==> config.mk <==
export PLATFORM = sky130hd
export DESIGN_NAME = npc_lsu_flat
export DESIGN_NICKNAME = d
export VERILOG_FILES = /design/src/rtl/npc_lsu_pkg.sv /design/src/rtl/npc_lsu_if.sv /design/src/rtl/npc_lsu_align.sv /design/src/rtl/npc_lsu.sv /design/src/flat_wrapper.sv
export SDC_FILE = /design/constraint.sdc
export NUM_CORES = 1
export LEC_CHECK = 0
export CAP_MARGIN = 20
export CORE_MARGIN = 2
export CORE_UTILIZATION = 44
export DETAILED_ROUTE_END_ITERATION = 7
export PLACE_DENSITY = 0.92
export SYNTH_ARGS = -nofsm -noshare
export SYNTH_HDL_FRONTEND = slang
export SYNTH_SLANG_ARGS = --single-unit
==> constraint.sdc <==
create_clock -name clk -period 2.2 [get_ports clk]
set_clock_uncertainty 0.15 [all_clocks]
set_input_delay 0.55 -clock clk [delete_from_list [all_inputs] [get_ports clk]]
set_output_delay 0.55 -clock clk [all_outputs]
set_load 0.05 [all_outputs]
==> src/rtl/npc_lsu_pkg.sv <==
// npc_lsu_pkg: shared state encoding, access sizes and alignment helper for the LSU
package npc_lsu_pkg;
  typedef enum logic [1:0] {IDLE, REQ, WAIT, RESP} state_t;
  localparam logic [1:0] SZ_B = 2'd0;
  localparam logic [1:0] SZ_H = 2'd1;
  localparam logic [1:0] SZ_W = 2'd2;
  localparam logic [1:0] SZ_D = 2'd3;
  localparam logic [31:0] RESET_VEC = 32'h8000_0000;
  // (1<<size)-1 wraps to 3'b111 for doubles, which is exactly the 8-byte alignment mask
  function automatic logic illegal_access(input logic [2:0] lo, input logic [1:0] size, input int data_w);
    return (|(lo & ((3'd1 << size) - 3'd1))) || (size == SZ_D && data_w == 32);
  endfunction
endpackage

==> src/rtl/npc_lsu_if.sv <==
// npc_lsu_if: core request/response and memory bus signals of the LSU
interface npc_lsu_if #(parameter int ADDR_W = 32, parameter int DATA_W = 32);
  logic              req_valid;
  logic              req_ready;
  logic              req_we;
  logic [1:0]        req_size;
  logic              req_unsigned;
  logic [ADDR_W-1:0] req_addr;
  logic [DATA_W-1:0] req_wdata;
  logic              rsp_valid;
  logic [DATA_W-1:0] rsp_rdata;
  logic              rsp_err;
  logic              mem_valid;
  logic              mem_ready;
  logic              mem_we;
  logic [ADDR_W-1:0] mem_addr;
  logic [DATA_W-1:0] mem_wdata;
  logic [DATA_W/8-1:0] mem_wmask;
  logic              mem_rvalid;
  logic [DATA_W-1:0] mem_rdata;
  modport master (
    output req_valid, req_we, req_size, req_unsigned, req_addr, req_wdata, mem_ready, mem_rvalid, mem_rdata,
    input  req_ready, rsp_valid, rsp_rdata, rsp_err, mem_valid, mem_we, mem_addr, mem_wdata, mem_wmask
  );
  modport slave (
    input  req_valid, req_we, req_size, req_unsigned, req_addr, req_wdata, mem_ready, mem_rvalid, mem_rdata,
    output req_ready, rsp_valid, rsp_rdata, rsp_err, mem_valid, mem_we, mem_addr, mem_wdata, mem_wmask
  );
endinterface

==> src/rtl/npc_lsu_align.sv <==
// npc_lsu_align: extracts the addressed lane of a read word and sign/zero-extends it
module npc_lsu_align import npc_lsu_pkg::*; #(
  parameter int DATA_W = 32
) (
  input  logic [DATA_W-1:0]             rdata,
  input  logic [$clog2(DATA_W/8)-1:0]   offset,
  input  logic [1:0]                    size,
  input  logic                          uns,
  output logic [DATA_W-1:0]             data
);
  logic [DATA_W-1:0] sh, mask;
  logic sgn;
  always_comb begin
    sh = rdata >> {offset, 3'b000};
    mask = size == SZ_B ? DATA_W'(8'hff) : size == SZ_H ? DATA_W'(16'hffff) : size == SZ_W ? DATA_W'(32'hffff_ffff) : '1;
    sgn = ~uns & (size == SZ_B ? sh[7] : size == SZ_H ? sh[15] : sh[31]);
    data = (sh & mask) | ({DATA_W{sgn}} & ~mask);
  end
endmodule

==> src/rtl/npc_lsu.sv <==
// npc_lsu: single-outstanding load/store unit between the core and an aligned memory bus
module npc_lsu import npc_lsu_pkg::*; #(
  parameter int ADDR_W = 32,
  parameter int DATA_W = 32
) (
  input logic      clk,
  input logic      reset,
  npc_lsu_if.slave bus
);
  localparam int NB = DATA_W / 8;
  localparam int OW = $clog2(NB);
  state_t state, nxt;
  logic armed, we_q, uns_q, err_q, accept, illegal;
  logic [1:0] size_q;
  logic [ADDR_W-1:0] addr_q;
  logic [DATA_W-1:0] wdata_q, rdata_q, lane;
  logic [OW-1:0] off;
  logic [NB-1:0] lanes;
  // armed keeps req_ready low until the first edge after reset is released
  assign bus.req_ready = armed && state == IDLE;
  assign accept = bus.req_valid && bus.req_ready;
  assign illegal = illegal_access(bus.req_addr[2:0], bus.req_size, DATA_W);
  assign off = addr_q[OW-1:0];
  assign lanes = size_q == SZ_B ? NB'(8'h01) : size_q == SZ_H ? NB'(8'h03) : size_q == SZ_W ? NB'(8'h0f) : NB'(8'hff);
  npc_lsu_align #(.DATA_W(DATA_W)) u_align (
    .rdata  (bus.mem_rdata),
    .offset (off),
    .size   (size_q),
    .uns    (uns_q),
    .data   (lane)
  );
  always_ff @(posedge clk)
    if (reset) state <= IDLE;
    else state <= nxt;
  always_comb begin
    nxt = state;
    bus.mem_valid = 1'b0;
    bus.mem_we = 1'b0;
    bus.mem_addr = '0;
    bus.mem_wdata = '0;
    bus.mem_wmask = '0;
    bus.rsp_valid = 1'b0;
    bus.rsp_err = 1'b0;
    bus.rsp_rdata = '0;
    case (state)
      IDLE: nxt = accept ? (illegal ? RESP : REQ) : IDLE;
      REQ: begin
        nxt = bus.mem_ready ? (we_q ? RESP : WAIT) : REQ;
        bus.mem_valid = 1'b1;
        bus.mem_we = we_q;
        bus.mem_addr = {addr_q[ADDR_W-1:OW], OW'(0)};
        bus.mem_wdata = wdata_q << {off, 3'b000};
        bus.mem_wmask = lanes << off;
      end
      WAIT: nxt = bus.mem_rvalid ? RESP : WAIT;
      RESP: begin
        nxt = IDLE;
        bus.rsp_valid = 1'b1;
        bus.rsp_err = err_q;
        bus.rsp_rdata = rdata_q;
      end
    endcase
  end
  always_ff @(posedge clk)
    if (reset) begin
      armed <= 1'b0;
      we_q <= 1'b0;
      uns_q <= 1'b0;
      err_q <= 1'b0;
      size_q <= SZ_B;
      addr_q <= '0;
      wdata_q <= '0;
      rdata_q <= '0;
    end else begin
      armed <= 1'b1;
      if (accept) begin
        we_q <= bus.req_we;
        uns_q <= bus.req_unsigned;
        err_q <= illegal;
        size_q <= bus.req_size;
        addr_q <= bus.req_addr;
        wdata_q <= bus.req_wdata;
        rdata_q <= '0;
      end else if (state == WAIT && bus.mem_rvalid)
        rdata_q <= lane;
    end
endmodule

==> src/flat_wrapper.sv <==
// flat-port wrapper written by rule: the top's interface ports become plain ports
module npc_lsu_flat import npc_lsu_pkg::*;
#(
  parameter int ADDR_W = 32,
  parameter int DATA_W = 32
)
  (clk, reset, bus_req_valid, bus_req_we, bus_req_size, bus_req_unsigned, bus_req_addr, bus_req_wdata, bus_mem_ready, bus_mem_rvalid, bus_mem_rdata, bus_req_ready, bus_rsp_valid, bus_rsp_rdata, bus_rsp_err, bus_mem_valid, bus_mem_we, bus_mem_addr, bus_mem_wdata, bus_mem_wmask);
  npc_lsu_if #(.ADDR_W(ADDR_W), .DATA_W(DATA_W)) bus_i ();
  input logic clk;
  input logic reset;
  input wire logic [$bits(bus_i.req_valid)-1:0] bus_req_valid;
  input wire logic [$bits(bus_i.req_we)-1:0] bus_req_we;
  input wire logic [$bits(bus_i.req_size)-1:0] bus_req_size;
  input wire logic [$bits(bus_i.req_unsigned)-1:0] bus_req_unsigned;
  input wire logic [$bits(bus_i.req_addr)-1:0] bus_req_addr;
  input wire logic [$bits(bus_i.req_wdata)-1:0] bus_req_wdata;
  input wire logic [$bits(bus_i.mem_ready)-1:0] bus_mem_ready;
  input wire logic [$bits(bus_i.mem_rvalid)-1:0] bus_mem_rvalid;
  input wire logic [$bits(bus_i.mem_rdata)-1:0] bus_mem_rdata;
  output wire logic [$bits(bus_i.req_ready)-1:0] bus_req_ready;
  output wire logic [$bits(bus_i.rsp_valid)-1:0] bus_rsp_valid;
  output wire logic [$bits(bus_i.rsp_rdata)-1:0] bus_rsp_rdata;
  output wire logic [$bits(bus_i.rsp_err)-1:0] bus_rsp_err;
  output wire logic [$bits(bus_i.mem_valid)-1:0] bus_mem_valid;
  output wire logic [$bits(bus_i.mem_we)-1:0] bus_mem_we;
  output wire logic [$bits(bus_i.mem_addr)-1:0] bus_mem_addr;
  output wire logic [$bits(bus_i.mem_wdata)-1:0] bus_mem_wdata;
  output wire logic [$bits(bus_i.mem_wmask)-1:0] bus_mem_wmask;
  assign bus_i.req_valid = bus_req_valid;
  assign bus_i.req_we = bus_req_we;
  assign bus_i.req_size = bus_req_size;
  assign bus_i.req_unsigned = bus_req_unsigned;
  assign bus_i.req_addr = bus_req_addr;
  assign bus_i.req_wdata = bus_req_wdata;
  assign bus_i.mem_ready = bus_mem_ready;
  assign bus_i.mem_rvalid = bus_mem_rvalid;
  assign bus_i.mem_rdata = bus_mem_rdata;
  assign bus_req_ready = bus_i.req_ready;
  assign bus_rsp_valid = bus_i.rsp_valid;
  assign bus_rsp_rdata = bus_i.rsp_rdata;
  assign bus_rsp_err = bus_i.rsp_err;
  assign bus_mem_valid = bus_i.mem_valid;
  assign bus_mem_we = bus_i.mem_we;
  assign bus_mem_addr = bus_i.mem_addr;
  assign bus_mem_wdata = bus_i.mem_wdata;
  assign bus_mem_wmask = bus_i.mem_wmask;
  npc_lsu #(.ADDR_W(ADDR_W), .DATA_W(DATA_W)) u_core (.clk(clk), .reset(reset), .bus(bus_i));
endmodule
Word level (Yosys, flattened, before mapping) --
Index checks and enable logic that the tools add are counted.
Storage, ports and cells: bits in registers 104, input bits 105, logic and storage cells 55
Cells by class: add/subtract/negate cells 1, equality and inequality tests 5, shifts and indexed selects 4, multiplexer cells 21, bitwise operators 7, reduce and logical (&&, ||, !) cells 8
Operators with widths (number):
- $mux 32 | 5
- $and 32x32->32 | 2
- $not 32->32 | 1
- $or 32x32->32 | 1
- $shl 32x5->32 | 1
- $shr 32x5->32 | 1
- $mux 4 | 3
- $mux 1 | 9
- $pmux 2 s4 | 1
- $eq 2x2->1 const B | 3
- $mux 2 | 3
- $eq 2x1->1 const B | 2
- $logic_not 2->1 | 2
- $shl 4x2->4 | 1
- $and 3x3->3 | 1
- $logic_and 1x1->1 | 3
- $reduce_or 3->1 | 1
- $shl 1x2->3 const A | 1
- $sub 3x1->3 const B | 1
- $reduce_or 2->1 | 1
- $and 1x1->1 | 1
- $logic_or 1x1->1 | 1
- $not 1->1 | 1

Longest topological paths before layout --
Gate-level depths: netlist of the first run.
depth after elaboration 8, gate-level depth with buffers 7, mapped depth without buffers 5

Hierarchy --
From an unflattened synthesis of the first run, not the netlist that was laid out.
Unflattened totals: cell total of the unflattened synthesis 603, area total of the unflattened synthesis 5315.1 µm²
By module, submodules not included:
- npc_lsu | times used 1, cells an instance 484, area an instance 4420.5 µm², sequential area each 2082.0 µm²
- npc_lsu_align | times used 1, cells an instance 119, area an instance 894.6 µm², sequential area each 0.0 µm²

Worst setup path after synthesis of the first run --
No wires, ideal clock.
path type flip-flop to output port, from register u_core.addr_q[0], to output bus_mem_wdata[24], data arrival time 2.319 ns, data required time 1.500 ns, slack -0.819 ns, cell stages (with the launch flop) 6, path through dfxtp_1 -> buf_4 -> buf_2 -> buf_1 -> a211oi_1 -> a211oi_1
On the way: longest elaborated chain between the ends 2
RTL lines:
- from (decl) | line npc_lsu.sv:15 | logic [ADDR_W-1:0] addr_q;
- from (signal assigned) | line npc_lsu.sv:81 | addr_q <= bus.req_addr;
- $shl 32x5->32 | line npc_lsu.sv:52 | bus.mem_wdata = wdata_q << {off, 3'b000};
- $mux 32 | line npc_lsu.sv:45 | case (state)
- to (decl) | line flat_wrapper.sv:27 | output wire logic [$bits(bus_i.mem_wdata)-1:0] bus_mem_wdata;
Every way passes these cells.

Worst setup path after layout of the first run --
from register u_core.addr_q[1], to output bus_mem_wdata[30]
The elaborated chain is that of the path after synthesis.

==> results of run 1 <==
[cells in the final DEF, fill, tap and decap left out, drive strengths merged, types with 2 or more instances in the layout]
master	instances
a211oi	18
a21oi	104
a31oi	2
and2	40
and3	33
buf	153
bufinv	2
clkbuf	11
clkdlybuf4s50	103
clkinv	3
conb	2
dfxtp	104
inv	5
mux2i	41
nand2	162
nand2b	4
nand3	7
nor2	46
nor2b	10
o21ai	11
o221a	9
o22ai	8
o2bb2ai	7
o31ai	2
or3	2
[layer usage]
metal	track usage, %	wire length (um)	vias to the layer above
met2	63.3	12300	532
met5	0	28	-
li1	-	-	2760
met1	39.9	8750	3044
met4	20.1	1580	4
met3	9.88	2830	146
[kinds of logic (layout without fill, tap and decap cells)]
group / count (synthesis) / count (layout) / share of synthesized area [%]
AOI/OAI and AO/OA: 164 / 164 / 19.6
xor gates and xnor gates: 1 / 1 / 0.165
buffers and inverters: 68 / 278 / 5.71
DFF: 104 / 104 / 39.3
muxes: 42 / 42 / 7.96
other: 1 / 2 / 0.0708
and+or+nand+nor: 311 / 312 / 27.2
[what timing repair did]
| item | CTS | global route |
|---|---|---|
| endpoints found under the setup margin | 76 | 50 |
| hold endpoints to repair | 0 | 0 |
| pin swaps | 9 | 10 |
| hold buffers | 0 | 0 |
| resized for setup | 52 | 33 |
| buffers inserted | 7 | 4 |
| cloned | 1 | 3 |
[path summary, 6_finish.rpt]
path	start	to	slack (ns)	cells after the start
min	u_core.err_q	u_core.err_q	0.30	2
min reg2reg	u_core.err_q	u_core.err_q	0.30	2
max	u_core.addr_q[1]	bus_mem_wdata[30]	-0.28	5
max reg2reg	u_core.addr_q[1]	u_core.rdata_q[8]	0	8
[layout make-up]
class / count / area [um2] / area share, %
Inverter: 4 / 22.5 / 0.230
Clock buffer: 9 / 225 / 2.30
Timing Repair Buffer: 258 / 3660 / 37.4
Clock inverter: 7 / 105 / 1.07
Multi-Input combinational cell: 521 / 3490 / 35.7
Tap cell: 147 / 184 / 1.88
Sequential cell: 104 / 2090 / 21.4
[registers in the layout, indices dropped and copies added (netlist names)]
signal          flops
u_core.addr_q      32
u_core.armed        1
u_core.err_q        1
u_core.rdata_q     32
u_core.size_q       2
u_core.state        2
u_core.uns_q        1
u_core.wdata_q     32
u_core.we_q         1
[stage by stage]
| stage | instances | TNS, ns |
|---|---|---|
| after floorplan | 692 | -0.900 |
| after global routing | 1050 | -5.56 |
| final | 1050 | -4.87 |
| after global placement | 1019 | -3.39 |
| after CTS | 1043 | -2.50 |
| after detailed placement | 1019 | -5.67 |
[worst max-delay path, stage by stage (launching register included)]
cell and delay (ns):
dfxtp_4 0.37, buf_12 0.16, mux2i_4 0.21, buf_6 0.15, a211oi_4 0.34, buf_12 0.19
[power breakdown]
group          switching [mW]  internal, mW
registers               0.103          1.98
logic                   0.750         0.593
clock network           0.809          1.01
total                    1.66          3.59
==> impl_metrics.py, run 1 <==
metrics = {
    "layout": {
        "drive_above_1_share_pct": 30.8,
        "final_area_mm2": 0.00978,
        "post-route-util_pct": 82.5,
        "syn_to_final_growth_pct": 84.6,
        "nets": 1003,
        "num-fill-cells": 542,
        "antenna_cells": 0,
    },
    "min_path": {
        "hp-class": "reg2reg",
    },
    "sta": {
        "holdWs_ns": 0.304,
        "slew_violations": 0,
        "min_period_ns": 2.48,
        "setup_ws_ns": -0.278,
        "setup_viol": 38,
        "rsz0062_at_grt": "true",
        "period_share_pct": 113,
        "maxSlewHeadroom_pct": 41.5,
        "hold_viol": 0,
        "fmax_mhz": 403,
        "tightest_slew_ns": 0.868,
    },
    "logic_synthesis": {
        "synthTopCellsByCount": "nand2_1 (162), dfxtp_1 (104), a21oi_1 (97), nor2_1 (44), mux2i_1 (41)",
        "synth_edf_count": 0,
        "synth-main-ff-cell": "dfxtp_1",
        "synth_area_leaders": "dfxtp_1 (39%), nand2_1 (11%), a21oi_1 (9.2%)",
        "syn_area_per_cell_um2": 7.67,
        "netlist_instances": 691,
        "yosysUniqueCellTypes": 45,
        "yosys.area.top_type": "dfxtp_1",
        "synth_top_cell_area_share_pct": 39.3,
        "synth-warning-count": 0,
        "synth-seq-cells": 104,
        "syn_area_mm2": 0.00530,
        "async_flop_share_pct": 0,
        "synth_seq_area_share_pct": 39.3,
        "synth_most_common_cell": "nand2_1",
    },
    "global_route": {
        "grt_pass1_wl_mm": 35.9,
        "first_global_vias": 6449,
        "grt_usage_pct": 36.2,
        "antenna_found_initial": 2,
        "grt.overflow.total": 0,
        "grt_start_max_net_pins": 50,
    },
    "drt": {
        "dr.pass1.iters": 5,
        "antenna_left": 0,
        "drcViolationCount": 0,
        "dr_total_vias": 6486,
        "drtIter0Drc": 784,
        "vias_per_cell": 6.18,
        "routedWlPerCell_um": 24.2,
        "finalWirelength_mm": 25.5,
    },
    "die": {
        "fp.dieW_um": 114,
        "rows": 40,
        "dieArea_mm2": 0.0129,
        "core_area_mm2": 0.0119,
        "start_util_pct": 44.7,
        "die_h_um": 114,
        "ios": 210,
    },
    "place": {
        "place_ws_ns": -0.331,
        "dpl.hpwl_mm": 14.7,
        "gp_congestion": 0.884,
        "dpl_cell_area_mm2": 0.00893,
        "portBuffers": 207,
    },
    "cts": {
        "cts_sinks": 104,
        "clk_pin_slew_ns": 0.08,
        "clockBufferDepth": 2,
        "numCtsBuffers": 9,
        "clockRootBuffer": "clkbuf_16",
        "clkLatencyLatePin_ns": 0.36,
        "cts_tree": "done",
        "cts_htree_levels": 3,
    },
    "worst_setup_path": {
        "cp.arrival_ns": 1.78,
        "critPathKind": "reg2out",
        "crit_fanout": 19,
        "required_ns": 1.50,
        "start_kind": "flop",
        "cp-end-kind": "primary output",
    },
    "outcome": {
        "violations": "setup timing",
        "outcome": "finished, violations left",
    },
    "power": {
        "irDropWorstVdd_v": 0.000372,
        "p_leak_nw": 3.61,
        "total_power_mw": 5.25,
        "powerDensity_mw_per_mm2": 537,
    },
    "job": {
        "maxCapViolCount": 0,
    },
}
No activity file was read; power rests on OpenSTA's default activity.
==> run 2, diff against run 1 <==
Settings changed: CORE_UTILIZATION 44 to 47, PLACE_DENSITY 0.92 to 0.95.
Clock period 2.2 ns to 3.1 ns, I/O delays scaled along.
==> run 2 against run 1 <==
Compared with the run above:
- hold slack worse by 0.0041 ns
- first-iteration DRC count shrank 55%
- flip-flop and latch count did not move
- routed wire length shrank 27%
- critical endpoint is now bus_mem_wmask[2]
- register-to-register slack improved by 0.34 ns
- clock power is 36% lower
- critical path depth down 1
- global-route usage is 5.8 points lower
- the flow now finishes without violations
- die area down 6.2%
- via count shrank 12%
- utilization fell by 3.7 points
==> impl_metrics.py, run 2 (synthesis gave the netlist of run 1 again) <==
metrics = {
    "job": {
        "maxCapViolCount": 0,
    },
    "power": {
        "total_power_mw": 3.35,
        "powerDensity_mw_per_mm2": 389,
        "irDropWorstVdd_v": 0.000309,
        "p_leak_nw": 3.26,
    },
    "sta": {
        "slew_violations": 0,
        "rsz0062_at_grt": "false",
        "hold_viol": 0,
        "min_period_ns": 3.01,
        "maxSlewHeadroom_pct": 41.6,
        "period_share_pct": 97.1,
        "tns_ns": 0,
        "setup_viol": 0,
        "tightest_slew_ns": 0.867,
        "fmax_mhz": 332,
    },
    "cts": {
        "clkLatencyLatePin_ns": 0.34,
        "cts_sinks": 104,
        "clockRootBuffer": "clkbuf_16",
        "clockBufferDepth": 2,
        "cts_hold_buf": 0,
        "numCtsBuffers": 9,
        "cts_htree_levels": 3,
        "cts_tree": "done",
        "clk_pin_slew_ns": 0.07,
        "ctsResizeCount": 0,
        "cts_setup_buffers": 0,
    },
    "min_path": {
        "hp-class": "reg2reg",
        "min_from": "u_core.addr_q[2]",
        "whs_path_depth": 2,
        "min_to": "u_core.addr_q[2]",
    },
    "worst_setup_path": {
        "reg2reg_to": "u_core.rdata_q[12]",
        "cp-end-kind": "primary output",
        "cp.arrival_ns": 2.08,
        "rrSetupSlack_ns": 0.34,
        "critPathKind": "reg2out",
        "crit_fanout": 28,
        "start_kind": "flop",
        "r2r.worst_path.cells": 5,
        "r2r_start": "u_core.addr_q[1]",
        "required_ns": 2.17,
    },
    "global_route": {
        "grt_pass1_wl_mm": 28.5,
        "grt_usage_pct": 30.5,
        "grt_start_max_net_pins": 44,
        "grt.overflow.total": 0,
        "antenna_found_initial": 0,
        "first_global_vias": 5702,
    },
    "die": {
        "fp.dieW_um": 110,
        "start_util_pct": 48.5,
        "dieArea_mm2": 0.0121,
        "die_h_um": 110,
        "ios": 210,
        "rows": 38,
        "core_area_mm2": 0.0109,
    },
    "place": {
        "gp_congestion": 0.915,
        "dpl.hpwl_mm": 13.7,
        "portBuffers": 207,
    },
    "layout": {
        "final_common_cell": "nand2_1",
        "syn_to_final_growth_pct": 62.6,
        "reg_top3": "u_core.addr_q: 32 flops, u_core.rdata_q: 32 flops, u_core.wdata_q: 32 flops",
        "nets": 970,
        "drive_above_1_share_pct": 18.9,
        "antenna_cells": 0,
        "mostFrequentLayoutCells": "nand2_1 (161), clkdlybuf4s50_1 (104), dfxtp_1 (102)",
        "num-fill-cells": 685,
    },
    "drt": {
        "drtIter0Drc": 351,
        "antenna_left": 0,
        "drcViolationCount": 0,
        "finalWirelength_mm": 18.5,
        "vias_per_cell": 5.63,
        "routedWlPerCell_um": 18.3,
        "dr.pass1.iters": 7,
        "dr_total_vias": 5684,
    },
    "outcome": {
        "outcome": "completed",
    },
}
run 2: changes by cell type in the layout (fill, tap and decap cells not counted), sizes merged:
cell	change
inv	+1
clkdlybuf4s50	+1
bufinv	-1
clkinv	-2
clkbuf	-1
nor2	-1
buf	-31
run 2: routing by layer:
metal | part of all wire, % | vias up | global-route usage [%] | routed length, um
li1 | - | 2691 | - | -
met1 | 38 | 2684 | 34.8 | 6950
met2 | 50 | 257 | 52.5 | 9230
met3 | 8.7 | 52 | 8.05 | 1610
met4 | 3.8 | 0 | 15.0 | 694
met5 | 0 | - | 0 | 0
run 2: how the worst max path moves through the flow:
stage | depth (start not counted) | endpoint | start | slack [ns]
6_report | 4 | bus_mem_wmask[2] | u_core.addr_q[1] | 0.09
5_1_grt | 4 | bus_mem_wmask[2] | u_core.addr_q[1] | 0.005
4_1_cts | 4 | bus_mem_wmask[2] | u_core.addr_q[1] | 0.10
3_5_place_dp | 5 | u_core.rdata_q[12] | bus_mem_rdata[23] | 0.36
3_3_place_gp | 5 | u_core.rdata_q[10] | bus_mem_rdata[23] | 0.46
2_1_floorplan | 7 | bus_mem_wdata[0] | u_core.state[1] | 0.13
run 2: per-stage QoR:
step | instances | util (%) | setup slack, ns | instance area [um2] | hold slack [ns]
floorplan | 692 | - | 0.134 | 5350 | 0.277
global placement | 994 | 76.1 | 0.461 | 8320 | 0.287
detailed placement | 994 | 76.1 | 0.365 | 8320 | 0.294
CTS | 1009 | 78.8 | 0.101 | 8620 | 0.302
global route | 1009 | 78.8 | 0.00532 | 8620 | 0.321
finish | 1009 | 78.8 | 0.0902 | 8620 | 0.300
run 2: layout make-up:
class	count	area, um2	area share (%)
Sequential cell	104	2080	24.2
Timing Repair Buffer	226	3070	35.6
Clock buffer	10	229	2.66
Tap cell	140	175	2.03
Clock inverter	5	66.3	0.769
Multi-Input combinational cell	520	2980	34.6
Inverter	4	15.0	0.174
run 2: report_power, final:
part	internal [mW]	switching (mW)
registers	1.41	0.0609
logic	0.323	0.401
clock network	0.634	0.525
total	2.36	0.987
run 2: critical path: stages, from the launching register on:
cell      delay, ns
dfxtp_2        0.76
buf_4          0.46
a211oi_1       0.11
a211oi_2       0.24
buf_12         0.18
==> run 3, diff against run 2 <==
Settings changed: CORE_UTILIZATION 47 to 49, CTS_BUF_LIST set to sky130_fd_sc_hd__clkbuf_4.
==> run 3 against run 2 <==
Compared with the run above:
- combinational power is 2% higher
- via count is 5.1% higher
- critical path depth is 1 higher
- non-clock buffer count is 1 higher
- clock-buffer cell count is 1 lower
- largest power group unchanged
==> impl_metrics.py, run 3 (synthesis gave the netlist of run 1 again) <==
metrics = {
    "worst_setup_path": {
        "required_ns": 2.17,
        "crit_fanout": 29,
        "reg2reg_to": "u_core.rdata_q[31]",
        "critical-path-top-delay-family": "buffers and inverters",
        "setup.worst_path.start": "u_core.addr_q[0]",
        "critPathCapture": "bus_mem_wmask[3]",
        "cp-end-kind": "primary output",
        "critPathKind": "reg2out",
        "cp.arrival_ns": 1.98,
        "rrSetupSlack_ns": 0.57,
        "crit_cells": 5,
        "max_stage_delay_ns": 0.49,
        "start_kind": "flop",
        "cp_num_buf_inv": 2,
        "r2r_start": "u_core.addr_q[1]",
        "crit_chain": "buf_4 > or2_4 > a21oi_1 > nor2_1 > buf_12",
        "r2r.worst_path.cells": 5,
        "crit_path_top_delay_cell": "dfxtp_2",
    },
    "power": {
        "irDropWorstVdd_v": 0.000277,
        "total_power_mw": 2.98,
        "p_leak_nw": 3.24,
        "powerDensity_mw_per_mm2": 344,
    },
    "layout": {
        "antenna_cells": 0,
        "nets": 971,
        "syn_to_final_growth_pct": 63.0,
        "final_area_mm2": 0.00864,
        "num-fill-cells": 520,
        "regArea_mm2": 0.00209,
        "final_common_cell": "nand2_1",
        "multiInputGateArea_mm2": 0.00298,
        "drive_above_1_share_pct": 19.2,
        "reg_top3": "u_core.addr_q: 32 flops, u_core.rdata_q: 32 flops, u_core.wdata_q: 32 flops",
        "mostFrequentLayoutCells": "nand2_1 (161), clkdlybuf4s50_1 (104), buf_12 (102), dfxtp_1 (102), a21oi_1 (97)",
    },
    "drt": {
        "vias_per_cell": 5.93,
        "antenna_left": 0,
        "drtIter0Drc": 394,
        "routedWlPerCell_um": 19.9,
        "drcViolationCount": 0,
        "dr_total_vias": 5975,
        "dr.pass1.iters": 5,
        "finalWirelength_mm": 20.1,
    },
    "sta": {
        "hold_viol": 0,
        "period_share_pct": 93.8,
        "maxSlewHeadroom_pct": 38.4,
        "slew_violations": 0,
        "setup_viol": 0,
        "tns_ns": 0,
        "fmax_mhz": 344,
        "holdWs_ns": 0.313,
        "tightest_slew_ns": 0.914,
        "rsz0062_at_grt": "false",
        "min_period_ns": 2.91,
    },
    "global_route": {
        "grt.overflow.total": 0,
        "antenna_found_initial": 0,
        "grt_start_max_net_pins": 53,
        "first_global_vias": 6086,
        "grt_usage_pct": 34.3,
        "grt_pass1_wl_mm": 31.3,
    },
    "cts": {
        "cts_tree": "done",
        "numCtsBuffers": 9,
        "clockRootBuffer": "clkbuf_4",
        "cts_sinks": 104,
        "clk_pin_slew_ns": 0.19,
        "clkLatencyLatePin_ns": 0.49,
        "cts_htree_levels": 3,
        "clockBufferDepth": 2,
    },
    "die": {
        "ios": 210,
        "dieArea_mm2": 0.0117,
        "fp.dieW_um": 108,
        "die_h_um": 108,
        "rows": 37,
        "start_util_pct": 50.9,
        "core_area_mm2": 0.0104,
    },
    "job": {
        "maxCapViolCount": 0,
    },
    "min_path": {
        "whs_path_depth": 2,
        "hp-class": "reg2reg",
    },
    "outcome": {
        "outcome": "completed",
    },
    "place": {
        "dpl_cell_area_mm2": 0.00849,
        "dpl.hpwl_mm": 14.9,
        "gp_congestion": 0.890,
        "portBuffers": 207,
    },
}
## run 3: cell types whose count changed in the layout (fill, tap and decap cells not counted), moves of 2 or more
cell and delta:
clkbuf_4 +9, buf_12 +13, buf_4 -12, inv_6 +2
clkbuf_16 -9
## run 3: layout make-up
class | count | area share (%)
timing repair buffer | 227 | 37.5
clock inverter | 7 | 0.913
sequential | 104 | 24.2
inverter | 4 | 0.174
clock buffer | 9 | 0.782
multi-input combinational | 520 | 34.5
tap | 136 | 1.97
## run 3: metrics by stage
stage                     worst slack (ns)  util [%]  cells
after floorplan                      0.134         -    692
after global placement               0.470      81.5    991
after detailed placement             0.418      81.5    991
after CTS                            0.207      82.9   1007
after global routing                0.0829      82.9   1007
final                                0.192      82.9   1007
## run 3: where the power goes
| group | switching (mW) | internal, mW |
|---|---|---|
| clock | 0.510 | 0.257 |
| sequential | 0.0627 | 1.41 |
| combinational | 0.412 | 0.326 |
| total | 0.985 | 1.99 |
## run 3: timing repair
action                                  in CTS  in global routing
setup buffers                                0                  0
hold buffers                                 0                  0
gates resized for setup                      1                  0
endpoints found under the setup margin       1                  0
## run 3: worst min-delay path by stage
stage	to	startpoint	slack (ns)
2_1_floorplan	u_core.rdata_q[7]	u_core.rdata_q[7]	0.28
3_3_place_gp	u_core.addr_q[2]	u_core.addr_q[2]	0.29
3_5_place_dp	u_core.addr_q[7]	u_core.addr_q[7]	0.29
4_1_cts	u_core.addr_q[7]	u_core.addr_q[7]	0.31
5_1_grt	u_core.addr_q[7]	u_core.addr_q[7]	0.33
6_report	u_core.addr_q[7]	u_core.addr_q[7]	0.31
## run 3: layer usage
metal  share of wire [%]  track usage (%)
met4                 4.1             15.9
met5                   0                0
met2                  50             59.8
met1                  36             38.2
met3                 9.8             10.5
## run 3: worst register-to-register path, stage by stage, from the launching register on
cell and delay [ns]:
dfxtp_4 0.62, buf_4 0.40, mux2i_1 0.44, o221a_4 0.29, or3_1 0.37, a31oi_2 0.14
